$ cat src/rtl/timer_pkg.sv
// Shared types for the two-digit BCD countdown controller.
package timer_pkg;

  typedef enum logic [2:0] {
    IDLE,
    LOAD,
    RUN,
    PAUSED,
    EXPIRED
  } timer_state_t;

  typedef logic [3:0] bcd_t;

endpackage

$ cat src/rtl/tick_prescaler.sv
// Free-running divider that produces one tick every TICK_DIV advanced cycles.
// The count holds when advance is low, so a pause simply freezes the phase.
module tick_prescaler #(
  parameter int TICK_DIV = 25_000_000
) (
  input  logic clk,
  input  logic resetN,
  input  logic clear,
  input  logic advance,
  output logic tick
);

  localparam int W = (TICK_DIV > 1) ? $clog2(TICK_DIV) : 1;
  localparam logic [W-1:0] LAST = W'(TICK_DIV - 1);

  logic [W-1:0] cnt;

  // Count advanced cycles, wrapping at TICK_DIV-1; clear wins over advance.
  always_ff @(posedge clk or negedge resetN) begin
    if (!resetN)
      cnt <= '0;
    else if (clear)
      cnt <= '0;
    else if (advance)
      cnt <= (cnt == LAST) ? '0 : cnt + 1'b1;
  end

  assign tick = advance && (cnt == LAST);

endmodule

$ cat src/rtl/countdown_timer_ctrl.sv
// Control for a 99..00 BCD countdown built from two external down counters:
// captures the start value, loads the counters, issues the per-period count
// enables, chains tens from the units terminal count and stops at 00.
module countdown_timer_ctrl
  import timer_pkg::*;
#(
  parameter int TICK_DIV = 25_000_000
) (
  input  logic       clk,
  input  logic       resetN,
  input  logic       start,
  input  logic       pause,
  input  logic       restart,
  input  logic [3:0] start_tens,
  input  logic [3:0] start_units,
  input  logic       tc_units,
  input  logic       tc_tens,
  output logic       loadN,
  output logic [3:0] datain_tens,
  output logic [3:0] datain_units,
  output logic       cnt_ena_units,
  output logic       cnt_ena_tens,
  output logic       running,
  output logic       paused,
  output logic       timeout,
  output logic       expired
);

  timer_state_t state, nxt;
  bcd_t         cap_tens, cap_units;
  logic         expired_q;
  logic         advance;
  logic         tick;
  logic         zero;

  assign zero = tc_units && tc_tens;

  // State register.
  always_ff @(posedge clk or negedge resetN) begin
    if (!resetN)
      state <= IDLE;
    else
      state <= nxt;
  end

  // Next state and prescaler advance. The cycle that leaves PAUSED already
  // counts as running time, so a pause input held P cycles costs exactly P.
  always_comb begin
    nxt     = state;
    advance = 1'b0;
    unique case (state)
      IDLE:    if (start) nxt = LOAD;
      LOAD:    nxt = RUN;
      RUN: begin
        if (restart)    nxt = LOAD;
        else if (zero)  nxt = EXPIRED;
        else if (pause) nxt = PAUSED;
        else            advance = 1'b1;
      end
      PAUSED: begin
        if (restart) nxt = LOAD;
        else if (!pause) begin
          nxt     = RUN;
          advance = !zero;
        end
      end
      EXPIRED: if (start || restart) nxt = LOAD;
      default: nxt = IDLE;
    endcase
  end

  // Start value is captured on every entry into LOAD.
  always_ff @(posedge clk or negedge resetN) begin
    if (!resetN) begin
      cap_tens  <= '0;
      cap_units <= '0;
    end else if (nxt == LOAD) begin
      cap_tens  <= start_tens;
      cap_units <= start_units;
    end
  end

  // One-cycle pulse in the first EXPIRED cycle.
  always_ff @(posedge clk or negedge resetN) begin
    if (!resetN)
      expired_q <= 1'b0;
    else
      expired_q <= (nxt == EXPIRED) && (state != EXPIRED);
  end

  tick_prescaler #(.TICK_DIV(TICK_DIV)) u_presc (
    .clk     (clk),
    .resetN  (resetN),
    .clear   (state == LOAD),
    .advance (advance),
    .tick    (tick)
  );

  assign cnt_ena_units = tick;
  assign cnt_ena_tens  = tick && tc_units;

  assign loadN        = (state != LOAD);
  assign datain_tens  = cap_tens;
  assign datain_units = cap_units;
  assign running      = (state == RUN);
  assign paused       = (state == PAUSED);
  assign timeout      = (state == EXPIRED);
  assign expired      = expired_q;

endmodule

$ cat config.mk
export PLATFORM = sky130hd
export DESIGN_NAME = countdown_timer_ctrl
export DESIGN_NICKNAME = d
export VERILOG_FILES = /design/src/rtl/timer_pkg.sv /design/src/rtl/tick_prescaler.sv /design/src/rtl/countdown_timer_ctrl.sv
export SDC_FILE = /design/constraint.sdc
export NUM_CORES = 1
export LEC_CHECK = 0
export BUFFER_PORTS_ARGS = -buffer_cell sky130_fd_sc_hd__buf_2
export CAP_MARGIN = 20
export CORE_AREA = 2 2 75 77
export CTS_CLUSTER_DIAMETER = 40
export DETAILED_ROUTE_END_ITERATION = 8
export DIE_AREA = 0 0 77 79
export SKIP_LAST_GASP = 1
export SLEW_MARGIN = 20
export SYNTH_ARGS = -nofsm -noshare
export SYNTH_HDL_FRONTEND = slang
export SYNTH_HIERARCHICAL = 1
export SYNTH_SLANG_ARGS = --single-unit
$ cat constraint.sdc
create_clock -name clk -period 2.6 [get_ports clk]
set_clock_uncertainty 0.2 [all_clocks]
set_input_delay 0.26 -clock clk [delete_from_list [all_inputs] [get_ports clk]]
set_output_delay 0.26 -clock clk [all_outputs]
set_load 0.01 [all_outputs]
Yosys cells after proc, flatten, opt, wreduce, memory -nomap -nowiden --
Cells that the tools add are included.
Word-level totals: register bits 37, output and inout bits 15, bits of input ports 15, word-level logic and storage cells 40
Cells by class: reduce and logical (&&, ||, !) cells 8, add/sub/neg operators 1, mux-type cells 17, eq/ne operators 9
Operators with widths (count):
- $mux 25 | 3
- $add 25x1->25 const B | 1
- $eq 25x25->1 const B | 1
- $mux 3 | 7
- $pmux 3 s5 | 1
- $eq 3x1->1 const B | 2
- $eq 3x2->1 const B | 2
- $eq 3x3->1 const B | 2
- $mux 1 | 5
- $logic_and 1x1->1 | 4
- $logic_not 3->1 | 1
- $ne 3x1->1 const B | 1
- $ne 3x3->1 const B | 1
- $pmux 1 s2 | 1
- $reduce_bool 2->1 | 1
- $logic_not 1->1 | 1
- $logic_or 1x1->1 | 1

Depth between registers and ports, before layout --
Gate-level depths: netlist of run 1.
word-level depth 7, depth in mapped cells 9

Modules after synthesis --
Netlist of run 1, hierarchy kept.
By module, submodules not included:
- tick_prescaler | area an instance 1508.9 sq um, instances 1, sequential area each 625.6 sq um, cells an instance 169
- countdown_timer_ctrl | area an instance 554.3 sq um, instances 1, sequential area each 300.3 sq um, cells an instance 45

Least setup slack after synthesis of run 1 --
No wires, ideal clock.
path type register to register, from register state[1], to register u_presc.cnt[23], slack 0.205 ns, arrival 2.117 ns, period minus slack after synthesis 2.395 ns, cell stages (with the launch flop) 9, required time 2.322 ns, library setup time 0.078 ns, path through dfrtp_1 -> nor2b_1 -> and3_1 -> clkbuf_8 -> clkinv_1 -> nor3_1 -> nand3_1 -> or4_2 -> a21oi_1
On the way: longest elaborated chain between the ends 3, elaborated cells between the ends (all ways) 6, classes of those cells 3 x eq/ne; 2 x mux; 1 x reduce/logical
RTL lines:
- start: declaration | line countdown_timer_ctrl.sv:29 | timer_state_t state, nxt;
- start signal: assignment | line countdown_timer_ctrl.sv:43 | state <= nxt;
- $eq 3x2->1 | line countdown_timer_ctrl.sv:51 | unique case (state)
- $pmux 1 s2 * | line countdown_timer_ctrl.sv:51
- named net advance | line countdown_timer_ctrl.sv:32 | logic advance;
- $reduce_bool 2->1 (no line) *
- end signal: assignment | line tick_prescaler.sv:25 | cnt <= (cnt == LAST) ? '0 : cnt + 1'b1;
- end: declaration | line tick_prescaler.sv:16 | logic [W-1:0] cnt;
The timed path passes the listed nets; every way through them passes the cells marked *. A chain may end at the register's enable or synchronous reset.

Worst setup path after layout of run 1 --
from register u_presc.cnt[17], to output port cnt_ena_tens
On the way: longest elaborated chain between the ends 3
RTL lines:
- $eq 25x25->1 | line tick_prescaler.sv:28 | assign tick = advance && (cnt == LAST);
- $logic_and 1x1->1 | line tick_prescaler.sv:28
- $logic_and 1x1->1 | line countdown_timer_ctrl.sv:100 | assign cnt_ena_tens = tick && tc_units;
- end: declaration | line countdown_timer_ctrl.sv:22 | output logic cnt_ena_tens,
Every way passes these cells.

==> key figures, run 1 <==
Run status
  – Status: completed

Worst setup path
  – Worst flop-to-flop path startpoint: u_presc/cnt[0]
  – Critical path peak fanout: 6
  – Crit path capture type: primary output
  – RR Endpoint: u_presc/cnt[23]
  – Crit path kind: reg -> out
  – R2R cell count: 7
  – Worst endpoint required time: 2.14 ns
  – R2r setup slk: 0.25 ns
  – Crit start category: flop
  – Worst path arrival time: 2.00 ns

Power and ir drop
  – Peak supply drop: 508 uV
  – Gate power share: 0.316
  – Flop pwr share: 0.378
  – Pint: 1350 uW
  – Psw: 630 uW
  – Pwr dens: 775 nW/um2
  – Part of the power in the clock network: 0.306
  – Switching fraction of total power: 0.318
  – Leakage: 0.00110 uW

Global route
  – GRT overflow: 0
  – GRT Overall Usage: 0.171
  – Vias in the first global route: 1749
  – First-pass GRT wire length: 8.36 mm
  – Initial antenna violation count: 0
  – Pin count of the biggest net entering global routing: 38

Logic synthesis
  – Synth Register Bits: 37
  – Ys async rst share: 1.00
  – Synth Net Count: 230
  – Seq/Total Area, Yosys: 0.449
  – Post-synth top area share: 0.449
  – Synth unique cells: 49
  – Post-synth EDFFs: 0
  – Synth top area cells: dfrtp_1, nor2_1, mux2_2, nand4_1, nand3_1
  – Area leader, netlist: dfrtp_1
  – Syn Area/Cell: 9.64 um2
  – Cells after synthesis: 214
  – Top FF cell, synth: dfrtp_1
  – Syn. warnings: 6
  – Mapped cell area: 2060 um2

STA
  – Slew margin rel.: 0.457
  – Slack of the critical path: 0.141 ns
  – Period utilisation layout: 0.946
  – Total Neg Setup Slack: 0 ns
  – Hold Vio Cnt, Final: 0
  – RSZ-0062 raised after global routing: false
  – Final Max Slew Viols: 0
  – Worst slew pin tran: 0.815 ns
  – Min Clock Period, post-route: 2.46 ns
  – Fmax achieved: 407 MHz
  – Final setup viols: 0

Drt
  – Post-DR wirelength/cell: 14.3 um
  – First DRT Iteration DRCs: 147
  – DRT Pass-1 Iters: 4
  – Drt total wl: 4.81 mm
  – Drt drc: 0
  – DRT antenna net count: 0
  – Via density: 5.34
  – Routed vias: 1794

Floorplan
  – Top Ports: 30
  – Initial Util: 0.387
  – Die area: 6080 um2
  – Die width: 77 um
  – CORE AREA: 5340 um2
  – Die Span Y: 79 um
  – Row cnt: 27

Finish
  – Final core occ: 0.479
  – Most frequent cells in the layout: dfrtp_1, nor2_1, buf_2, nand2_1, nand3_1
  – Commonest non-fill, non-tap cell in the layout: dfrtp_1
  – Diode count: 0
  – Layout Area Growth over Synthesis: 24.0%
  – Layout cells sized above 1: 0.273
  – Finished Cell Area: 2560 um2
  – Final net count: 279

Clocking
  – CTS tree: built
  – Skew-Pair Late Insertion Delay: 0.29 ns
  – Sink Count: 37
  – Clock Pin Slew Worst Setup and Hold Paths: 0.08 ns
  – Root buffer cell: clkbuf_8
  – Num CTS Buffers: 5
  – Clock Tree Buf Depth: 2
  – CTS H-tree lvls: 2

Worst hold path
  – Hold path start: start
  – Hold path depth: 3
  – Hold endpoint: state[0]
  – Min-Delay Path Class: in -> reg

Placed design
  – Cell Area, Placed: 2310 um2
  – DP Wirelength: 3.36 mm
  – Final GP Congestion: 0.819
  – IO buf count: 29
  – Dpl ws: 0.168 ns

Job
  – MaxCap Viol Count: 0
-- metal layers --
layer	wire [um]	vias to the layer above	track usage
met1	2330	855	0.228
met3	212	6	0.0307
met2	2210	53	0.293
li1	-	880	-
met4	46	0	0.0375
met5	0	-	0
-- critical path, cell delays in order (launching register included) --
cell and delay (ns):
dfrtp_1 0.45, or4_4 0.57, nor4_4 0.18, and3_2 0.25
and2_1 0.12, buf_2 0.12
-- Yosys cell counts, types with 2 or more instances --
cell,count
nand3_1,13
nor3_1,5
buf_6,2
nor2_1,30
xnor2_1,4
inv_1,5
nand4_1,12
or4_1,2
nor4_2,2
or3_1,4
dfrtp_1,37
a21oi_1,10
and3_1,4
o21ai_0,5
a31oi_1,3
nand2_1,15
mux2_2,9
a22oi_1,3
o32ai_1,2
and2_1,4
nor4_1,2
or2_2,3
nand2b_1,3
xor2_1,7
o21ai_2,2
clkbuf_1,3
-- layout make-up --
class | instances | area (um2)
fill | 522 | 2780
multi-input combinational | 165 | 1070
sequential | 37 | 926
timing repair buffer | 48 | 313
tap | 72 | 90.1
clock buffer | 5 | 68.8
clock inverter | 3 | 68.8
inverter | 6 | 22.5
-- power by group through the flow --
stage	registers (uW)	logic, uW	clock network [uW]
floorplan	786	388	0
global placement	759	612	0
detailed placement	763	619	0
CTS	753	632	619
global route	769	687	643
finish	750	627	606
-- cells by family after synthesis --
kind of cell,Yosys count,share of synthesized area
AND/OR/NAND/NOR,112,0.305
flip-flops,37,0.449
AO/OA/AOI/OAI,32,0.110
buffers and inverters,12,0.0340
XOR/XNOR,11,0.0467
multiplexers,9,0.0491
adder cells (fa/ha/maj),1,0.00606
-- worst max path at each step --
stage | startpoint | slack (ns) | end | cells past startpoint
global route | u_presc/cnt[17] | 0.06 | cnt_ena_tens | 5
floorplan | state[1] | 0.20 | u_presc/cnt[23] | 8
CTS | u_presc/cnt[17] | 0.13 | cnt_ena_tens | 5
global placement | u_presc/cnt[17] | 0.19 | u_presc/cnt[10] | 5
finish | u_presc/cnt[17] | 0.14 | cnt_ena_tens | 5
detailed placement | u_presc/cnt[17] | 0.17 | u_presc/cnt[17] | 5
-- through the flow --
step / hold WS, ns / total power, uW / cells
after floorplan: -0.236 / 1170 / 214
after global placement: 0.213 / 1370 / 317
after detailed placement: 0.207 / 1380 / 317
after CTS: 0.0651 / 2000 / 336
after global routing: 0.0852 / 2100 / 336
final: 0.0748 / 1980 / 336
-- state kept, by name, summed over array words and instances, names as in the netlist --
| register | count |
|---|---|
| state | 3 |
| datain_units | 4 |
| u_presc/cnt | 25 |
| datain_tens | 4 |
| expired | 1 |
-- timing repair --
item                                    4_1_cts  5_1_grt
pin swaps                                     1        0
hold endpoints to repair                     46        0
resized for setup                             0        1
buffers inserted                              1        0
hold buffers                                 10        0
endpoints found under the setup margin        2        1
Power figures use the tool's default switching activity.
==> inputs of run 2 (changes only) <==
Settings changed: CAP_MARGIN 20 to 15, SYNTH_HIERARCHICAL 1 to not set.
Clock period 2.6 ns to 2 ns, I/O delays scaled along.
==> run 2 against run 1 <==
  * The run now ends with negative setup slack left
  * Total power rose by 47%
  * Cell count rose by 0.89%
  * First-iteration DRC count fell by 59%
  * Synthesized area fell by 1.1%
  * Sequential power rose by 27%
  * Clock power rose by 26%
  * Sequential share of layout area fell by 3.4 points
  * Design area rose by 11%
  * Critical path depth rose by 1
  * Worst hold slack got worse by 0.051 ns
  * Wire length fell by 9.5%
  * Non-clock buffer count rose by 30
  * Critical path type unchanged
  * Largest cell class unchanged
==> key figures, run 2 <==
Logic synthesis
  – Ys async rst share: 1.00 (unchanged)
  – Synth Net Count: 203 (-12%)
  – Syn Area/Cell: 10.9 um2 (+13%)
  – Cells after synthesis: 187 (-13%)
  – Synth unique cells: 43 (-12%)
  – Most frequent cells after synthesis: dfrtp_1, nor2_2, xnor2_1
  – Synth top area cells: dfrtp_1, xnor2_1, nor2_2, mux2_2, nor3_1
  – Syn. warnings: 0 (-6)
  – Seq/Total Area, Yosys: 0.454 (+0.00495)
  – Count leader, synth: dfrtp_1
  – Top FF cell, synth: dfrtp_1
  – Area leader, netlist: dfrtp_1
  – Post-synth EDFFs: 0 (unchanged)
  – Post-synth top area share: 0.454 (+0.00495)
  – Synth Register Bits: 37 (unchanged)
  – Mapped cell area: 2040 um2 (-1.1%)

Clocking
  – CTS H-tree lvls: 2 (unchanged)
  – Clock Tree Buf Depth: 2 (unchanged)
  – Num CTS Buffers: 5 (unchanged)
  – Clock Pin Slew Worst Setup and Hold Paths: 0.07 ns (about the same)
  – Sink Count: 37 (unchanged)
  – Skew-Pair Late Insertion Delay: 0.29 ns (about the same)
  – CTS tree: built
  – Root buffer cell: clkbuf_8

Placed design
  – Final GP Congestion: 0.749 (-8.5%)
  – Dpl ws: 0.00945 ns (-0.158 ns)
  – Dpl cells: 308 (-2.8%)
  – DP Wirelength: 2.98 mm (-11%)
  – IO buf count: 29 (unchanged)

Global route
  – Met3 Use GR: 0.0409 (+0.0102)
  – Pin count of the biggest net entering global routing: 38 (unchanged)
  – GR Util met2: 0.254 (-0.0386)
  – GRT Overall Usage: 0.159 (-0.0124)
  – First-pass GRT wire length: 7.67 mm (-8.3%)
  – GRT Max-Usage Layer: met2
  – Met1 Usage GRT: 0.209 (-0.0190)
  – GRT overflow: 0 (unchanged)
  – Vias in the first global route: 1680 (-3.9%)
  – Initial antenna violation count: 0 (unchanged)

STA
  – Fmax achieved: 468 MHz
  – RSZ-0062 raised after global routing: true
  – Worst slew pin tran: 0.480 ns (-0.335 ns)
  – Slack of the critical path: -0.137 ns (-0.278 ns)
  – Total Neg Setup Slack: -0.230 ns (-0.230 ns)
  – Min Clock Period, post-route: 2.14 ns
  – Slew margin rel.: 0.680 (+0.223)
  – Period utilisation layout: 1.07
  – Final setup viols: 3 (+3)
  – Final Max Slew Viols: 0 (unchanged)
  – Hold Vio Cnt, Final: 0 (unchanged)

Worst setup path
  – RR Endpoint: u_presc.cnt[15]
  – Crit path capture type: primary output
  – Crit path kind: reg -> out
  – Max stage delay on crit path: 0.41 ns (-0.16 ns)
  – Slowest CP cell: dfrtp_1
  – Worst path arrival time: 1.74 ns (-0.26 ns)
  – Worst endpoint required time: 1.60 ns (-0.54 ns)
  – Critical path cell sequence: nor4b_4, nand4_2, nor4_4, buf_4, and2_1, buf_2
  – Crit path from: u_presc.cnt[9]
  – Crit start category: flop
  – End point of the critical path: cnt_ena_tens
  – Worst flop-to-flop path startpoint: state[2]
  – R2R cell count: 7 (unchanged)
  – R2r setup slk: 0 ns (-0.25 ns)
  – Critical path peak fanout: 3 (-3)

Floorplan
  – Die Span Y: 79 um (unchanged)
  – Initial Util: 0.382 (-0.00422)
  – Row cnt: 27 (unchanged)
  – Die area: 6080 um2 (unchanged)
  – CORE AREA: 5340 um2 (unchanged)
  – Die width: 77 um (unchanged)
  – Top Ports: 30 (unchanged)

Power and ir drop
  – Flop pwr share: 0.326 (-0.052)
  – Gate power share: 0.412 (+0.096)
  – Pwr dens: 1030 nW/um2 (+33%)
  – Pint: 1980 uW (+46%)
  – Part of the power in the clock network: 0.262 (-0.044)
  – Peak supply drop: 659 uV (+30%)
  – Leakage: 0.00124 uW (+13%)
  – Switching fraction of total power: 0.323 (+0.00513)
  – Psw: 944 uW (+50%)

Drt
  – DRT antenna net count: 0 (unchanged)
  – Via density: 4.91 (-8.1%)
  – Post-DR wirelength/cell: 12.8 um (-10%)
  – Drt drc: 0 (unchanged)
  – DRT Pass-1 Iters: 4 (unchanged)
  – First DRT Iteration DRCs: 60 (-59%)
  – Drt total wl: 4.35 mm (-9.5%)
  – Routed vias: 1663 (-7.3%)

Finish
  – Diode count: 0 (unchanged)
  – Most frequent cells in the layout: dfrtp_1, buf_4, buf_2, nor2_2, xnor2_1
  – Layout Area Growth over Synthesis: 38.6%
  – Final core occ: 0.530 (+0.0506)
  – Number of flip-flops in the largest register: 25 (unchanged)
  – Layout cells sized above 1: 0.461 (+0.188)
  – FILL cells: 500 (-4.2%)
  – Post-Layout Cell Count: 339 (+0.89%)
  – Final net count: 282 (+1.1%)
  – Top reg by flops: u_presc.cnt

Run status
  – Failing checks: negative setup slack
  – Status: finished with violations

Job
  – MaxCap Viol Count: 0 (unchanged)

Worst hold path
  – Hold path depth: 4 (+1)
  – Min-Delay Path Class: in -> reg
==> run 2: critical path: cells and delay by family, from the launching register on <==
family / cells / cell delay, ns
simple gates: 4 / 0.76
flops: 1 / 0.41
buf+inv: 2 / 0.28
==> run 2: metal layers <==
layer	up-vias	wire length [um]
met5	-	0
met3	5	189
met4	0	56
li1	819	-
met2	41	2090
met1	798	2020
==> run 2: cell type report <==
| class | count | area (um2) | share of cell area |
|---|---|---|---|
| inverters | 4 | 15.0 | 0.00531 |
| clock inverters | 3 | 65.1 | 0.0230 |
| repair buffers | 78 | 564 | 0.199 |
| clock buffers | 5 | 68.8 | 0.0243 |
| well taps | 72 | 90.1 | 0.0318 |
| flip-flops and latches | 37 | 927 | 0.328 |
| multi-input cells | 140 | 1100 | 0.388 |
==> run 2: stage by stage <==
step | total power [uW] | hold WS [ns] | area, um2
4_1_cts | 2810 | 0.00548 | 2690
5_1_grt | 3110 | 0.0131 | 2830
6_report | 2920 | 0.0242 | 2830
3_5_place_dp | 2010 | 0.0838 | 2410
2_1_floorplan | 1650 | -0.296 | 2040
3_3_place_gp | 1990 | 0.0791 | 2410
==> run 2: cell families after synthesis <==
kind of cell,after synthesis,synth area share
AND/OR/NAND/NOR,96,0.312
AO/OA/AOI/OAI,12,0.0423
XOR/XNOR,22,0.0944
buffers and inverters,10,0.0423
multiplexers,9,0.0491
adder cells (fa/ha/maj),1,0.00613
flip-flops,37,0.454
==> run 2: worst min path at each step <==
stage          startpoint              end  slack, ns
6_report            start         state[2]       0.02
5_1_grt             start         state[2]       0.01
4_1_cts             start         state[2]      0.005
3_5_place_dp       resetN   u_presc.cnt[5]       0.08
3_3_place_gp       resetN  u_presc.cnt[12]       0.08
2_1_floorplan      resetN   datain_tens[0]      -0.30
==> run 2: power groups by stage <==
stage	sequential, uW	clock [uW]	combinational, uW
final	952	765	1200
after detailed placement	969	0	1040
after CTS	954	790	1070
after global routing	973	830	1310
after floorplan	1010	0	633
after global placement	963	0	1030
==> run 2: timing repair <==
item / in CTS / in global routing
setup buffers: 4 / 9
hold buffers: 10 / 0
gates resized for setup: 4 / 12
pin swaps: 4 / 4
endpoints found under the setup margin: 3 / 26
hold endpoints to repair: 47 / 0
==> inputs of run 3 (changes only) <==
Settings changed: CORE_AREA 2 2 75 77 to 2 2 67 69, DIE_AREA 0 0 77 79 to 0 0 69 71, PLACE_DENSITY set to 0.73.
==> run 3 against run 2 <==
  * The run still ends with negative setup slack left
  * Critical endpoint unchanged
  * Count of clock-buffer cells in the layout rose by 1
  * Register-to-register slack worse by 0.05 ns
  * Non-clock buffer count down 3
  * Cell count fell by 6.8%
  * Sequential share of layout area is 1.1 points lower
  * Clock power fell by 34%
  * Total power decreased by 2.1%
  * Combinational power up 17%
  * Design area grew 3.4%
  * Setup slack lost 0.082 ns
  * Critical path depth did not move
  * Global-route usage is 3.6 points higher
==> key figures, run 3 (synthesis results as in run 2) <==
Run status
  – Status: finished with violations
  – Failing checks: negative setup slack

Clocking
  – Skew-Pair Late Insertion Delay: 0.29 ns (about the same)
  – Clock Tree Buf Depth: 2 (unchanged)
  – CTS tree: built
  – Num CTS Buffers: 5 (unchanged)
  – Clock Pin Slew Worst Setup and Hold Paths: 0.08 ns (about the same)
  – CTS H-tree lvls: 2 (unchanged)
  – Root buffer cell: clkbuf_8
  – Sink Count: 37 (unchanged)

Global route
  – GRT Max-Usage Layer: met2
  – GRT Overall Usage: 0.195 (+0.0358)
  – Met1 Usage GRT: 0.264 (+0.0549)
  – Pin count of the biggest net entering global routing: 38 (unchanged)
  – GR Util met2: 0.308 (+0.0533)
  – First-pass GRT wire length: 7.74 mm (+0.99%)
  – Initial antenna violation count: 0 (unchanged)
  – Met3 Use GR: 0.0527 (+0.0118)
  – GRT overflow: 0 (unchanged)
  – Vias in the first global route: 1684 (+0.24%)

Worst setup path
  – R2r setup slk: -0.05 ns (-0.05 ns)
  – Critical path peak fanout: 3 (unchanged)
  – Crit start category: flop
  – Worst path arrival time: 1.82 ns (+0.08 ns)
  – Crit path kind: reg -> out
  – Worst endpoint required time: 1.60 ns (about the same)
  – Crit path capture type: primary output
  – R2R cell count: 6 (-1)

Worst hold path
  – Min-Delay Path Class: in -> reg
  – Hold path depth: 4 (unchanged)

STA
  – Worst slew pin tran: 0.480 ns (-0.000397 ns)
  – Final setup viols: 18 (+15)
  – Slew margin rel.: 0.680 (about the same)
  – Final Max Slew Viols: 0 (unchanged)
  – Slack of the critical path: -0.219 ns (-0.0820 ns)
  – RSZ-0062 raised after global routing: true
  – Hold Vio Cnt, Final: 0 (unchanged)
  – Fmax achieved: 451 MHz (-3.7%)
  – Total Neg Setup Slack: -0.604 ns (-0.374 ns)
  – Period utilisation layout: 1.11 (+0.0410)
  – Min Clock Period, post-route: 2.22 ns (+0.0820 ns)

Placed design
  – DP Wirelength: 3.02 mm (+1.5%)
  – Dpl ws: -0.0317 ns (-0.0412 ns)
  – IO buf count: 29 (unchanged)
  – Cell Area, Placed: 2400 um2 (-0.52%)
  – Final GP Congestion: 0.864 (+15%)

Power and ir drop
  – Leakage: 0.00123 uW (-0.25%)
  – Peak supply drop: 764 uV (+16%)
  – Pwr Total: 2860 uW (-2.1%)
  – Pwr dens: 978 nW/um2 (-5.3%)

Finish
  – Layout Area Growth over Synthesis: 43.3%
  – Finished Cell Area: 2920 um2 (+3.4%)
  – Most frequent cells in the layout: dfrtp_1, buf_2, buf_4, xnor2_1, nor2_4
  – Commonest non-fill, non-tap cell in the layout: dfrtp_1
  – Top reg by flops: u_presc.cnt
  – Diode count: 0 (unchanged)
  – Layout cells sized above 1: 0.485 (+0.0242)
  – Final net count: 279 (-1.1%)
  – Number of flip-flops in the largest register: 25 (unchanged)

Drt
  – First DRT Iteration DRCs: 101 (+68%)
  – DRT Pass-1 Iters: 5 (+1)
  – Post-DR wirelength/cell: 15.5 um (+21%)
  – Drt drc: 0 (unchanged)
  – Drt total wl: 4.89 mm (+13%)
  – DRT antenna net count: 0 (unchanged)
  – Routed vias: 1705 (+2.5%)
  – Via density: 5.40 (+10%)

Floorplan
  – CORE AREA: 4200 um2 (-21%)
  – Die Span Y: 71 um (-10%)
  – Die width: 69 um (-10%)
  – Initial Util: 0.485 (+0.103)
  – Top Ports: 30 (unchanged)
  – Die area: 4900 um2 (-19%)
  – Row cnt: 24 (-11%)

Job
  – MaxCap Viol Count: 0 (unchanged)
-- run 3: changes by cell type in the layout (fill, tap and decap cells not counted), moves of 2 or more --
cell,before,now
nor2_4,0,17
nor2_2,21,4
clkbuf_16,0,2
and4_1,4,2
bufinv_16,2,0
buf_4,36,29
nor3_1,8,6
nor3_2,3,5
-- run 3: what timing repair did --
action                                  4_1_cts  5_1_grt
hold endpoints to repair                     47        0
pin swaps                                     4       24
gates resized for setup                       3       42
endpoints found under the setup margin       25       29
hold buffers                                 10        0
cloned                                        0        2
buffers inserted                              5        6
-- run 3: report_power, final --
group          leakage (uW)  internal [uW]  total [uW]  switching [uW]
clock             0.0000450            241         504             263
combinational      0.000701            677        1400             719
sequential         0.000488            878         960            82.3
-- run 3: layout make-up --
type / instances / area, um2
inverter: 4 / 15.0
sequential: 37 / 927
fill: 325 / 1280
clock buffer: 6 / 72.6
multi-input combinational: 140 / 1250
clock inverter: 2 / 10.0
timing repair buffer: 75 / 587
tap: 52 / 65.1
-- run 3: worst paths after layout --
path / from / endpoint
max reg2reg: u_presc.cnt[8] / u_presc.cnt[15]
min reg2reg: datain_tens[0] / datain_tens[0]
min: start / state[2]
max: u_presc.cnt[8] / cnt_ena_tens
min in group asynchronous: resetN / u_presc.cnt[2]
max in group asynchronous: resetN / state[2]
-- run 3: per-stage QoR --
stage | cells | util | hold slack (ns)
finish | 316 | 0.696 | 0.0545
global route | 316 | 0.696 | 0.0470
CTS | 310 | 0.625 | 0.0284
detailed placement | 288 | 0.571 | 0.0721
global placement | 288 | 0.571 | 0.0699
floorplan | 187 | - | -0.296
-- run 3: routing by layer --
metal | wire [um] | vias to the layer above | share of wire
met4 | 109 | 0 | 0.022
met1 | 2170 | 832 | 0.44
met5 | 0 | - | 0
li1 | - | 809 | -
met2 | 2390 | 53 | 0.49
met3 | 220 | 11 | 0.045
-- run 3: worst max-delay path, stage by stage, from the launching register on --
cell and delay, ns:
dfrtp_1 0.42, nor4b_4 0.33, nand4_2 0.17, nor4_4 0.20, buf_4 0.17, and2_1 0.11, buf_2 0.12
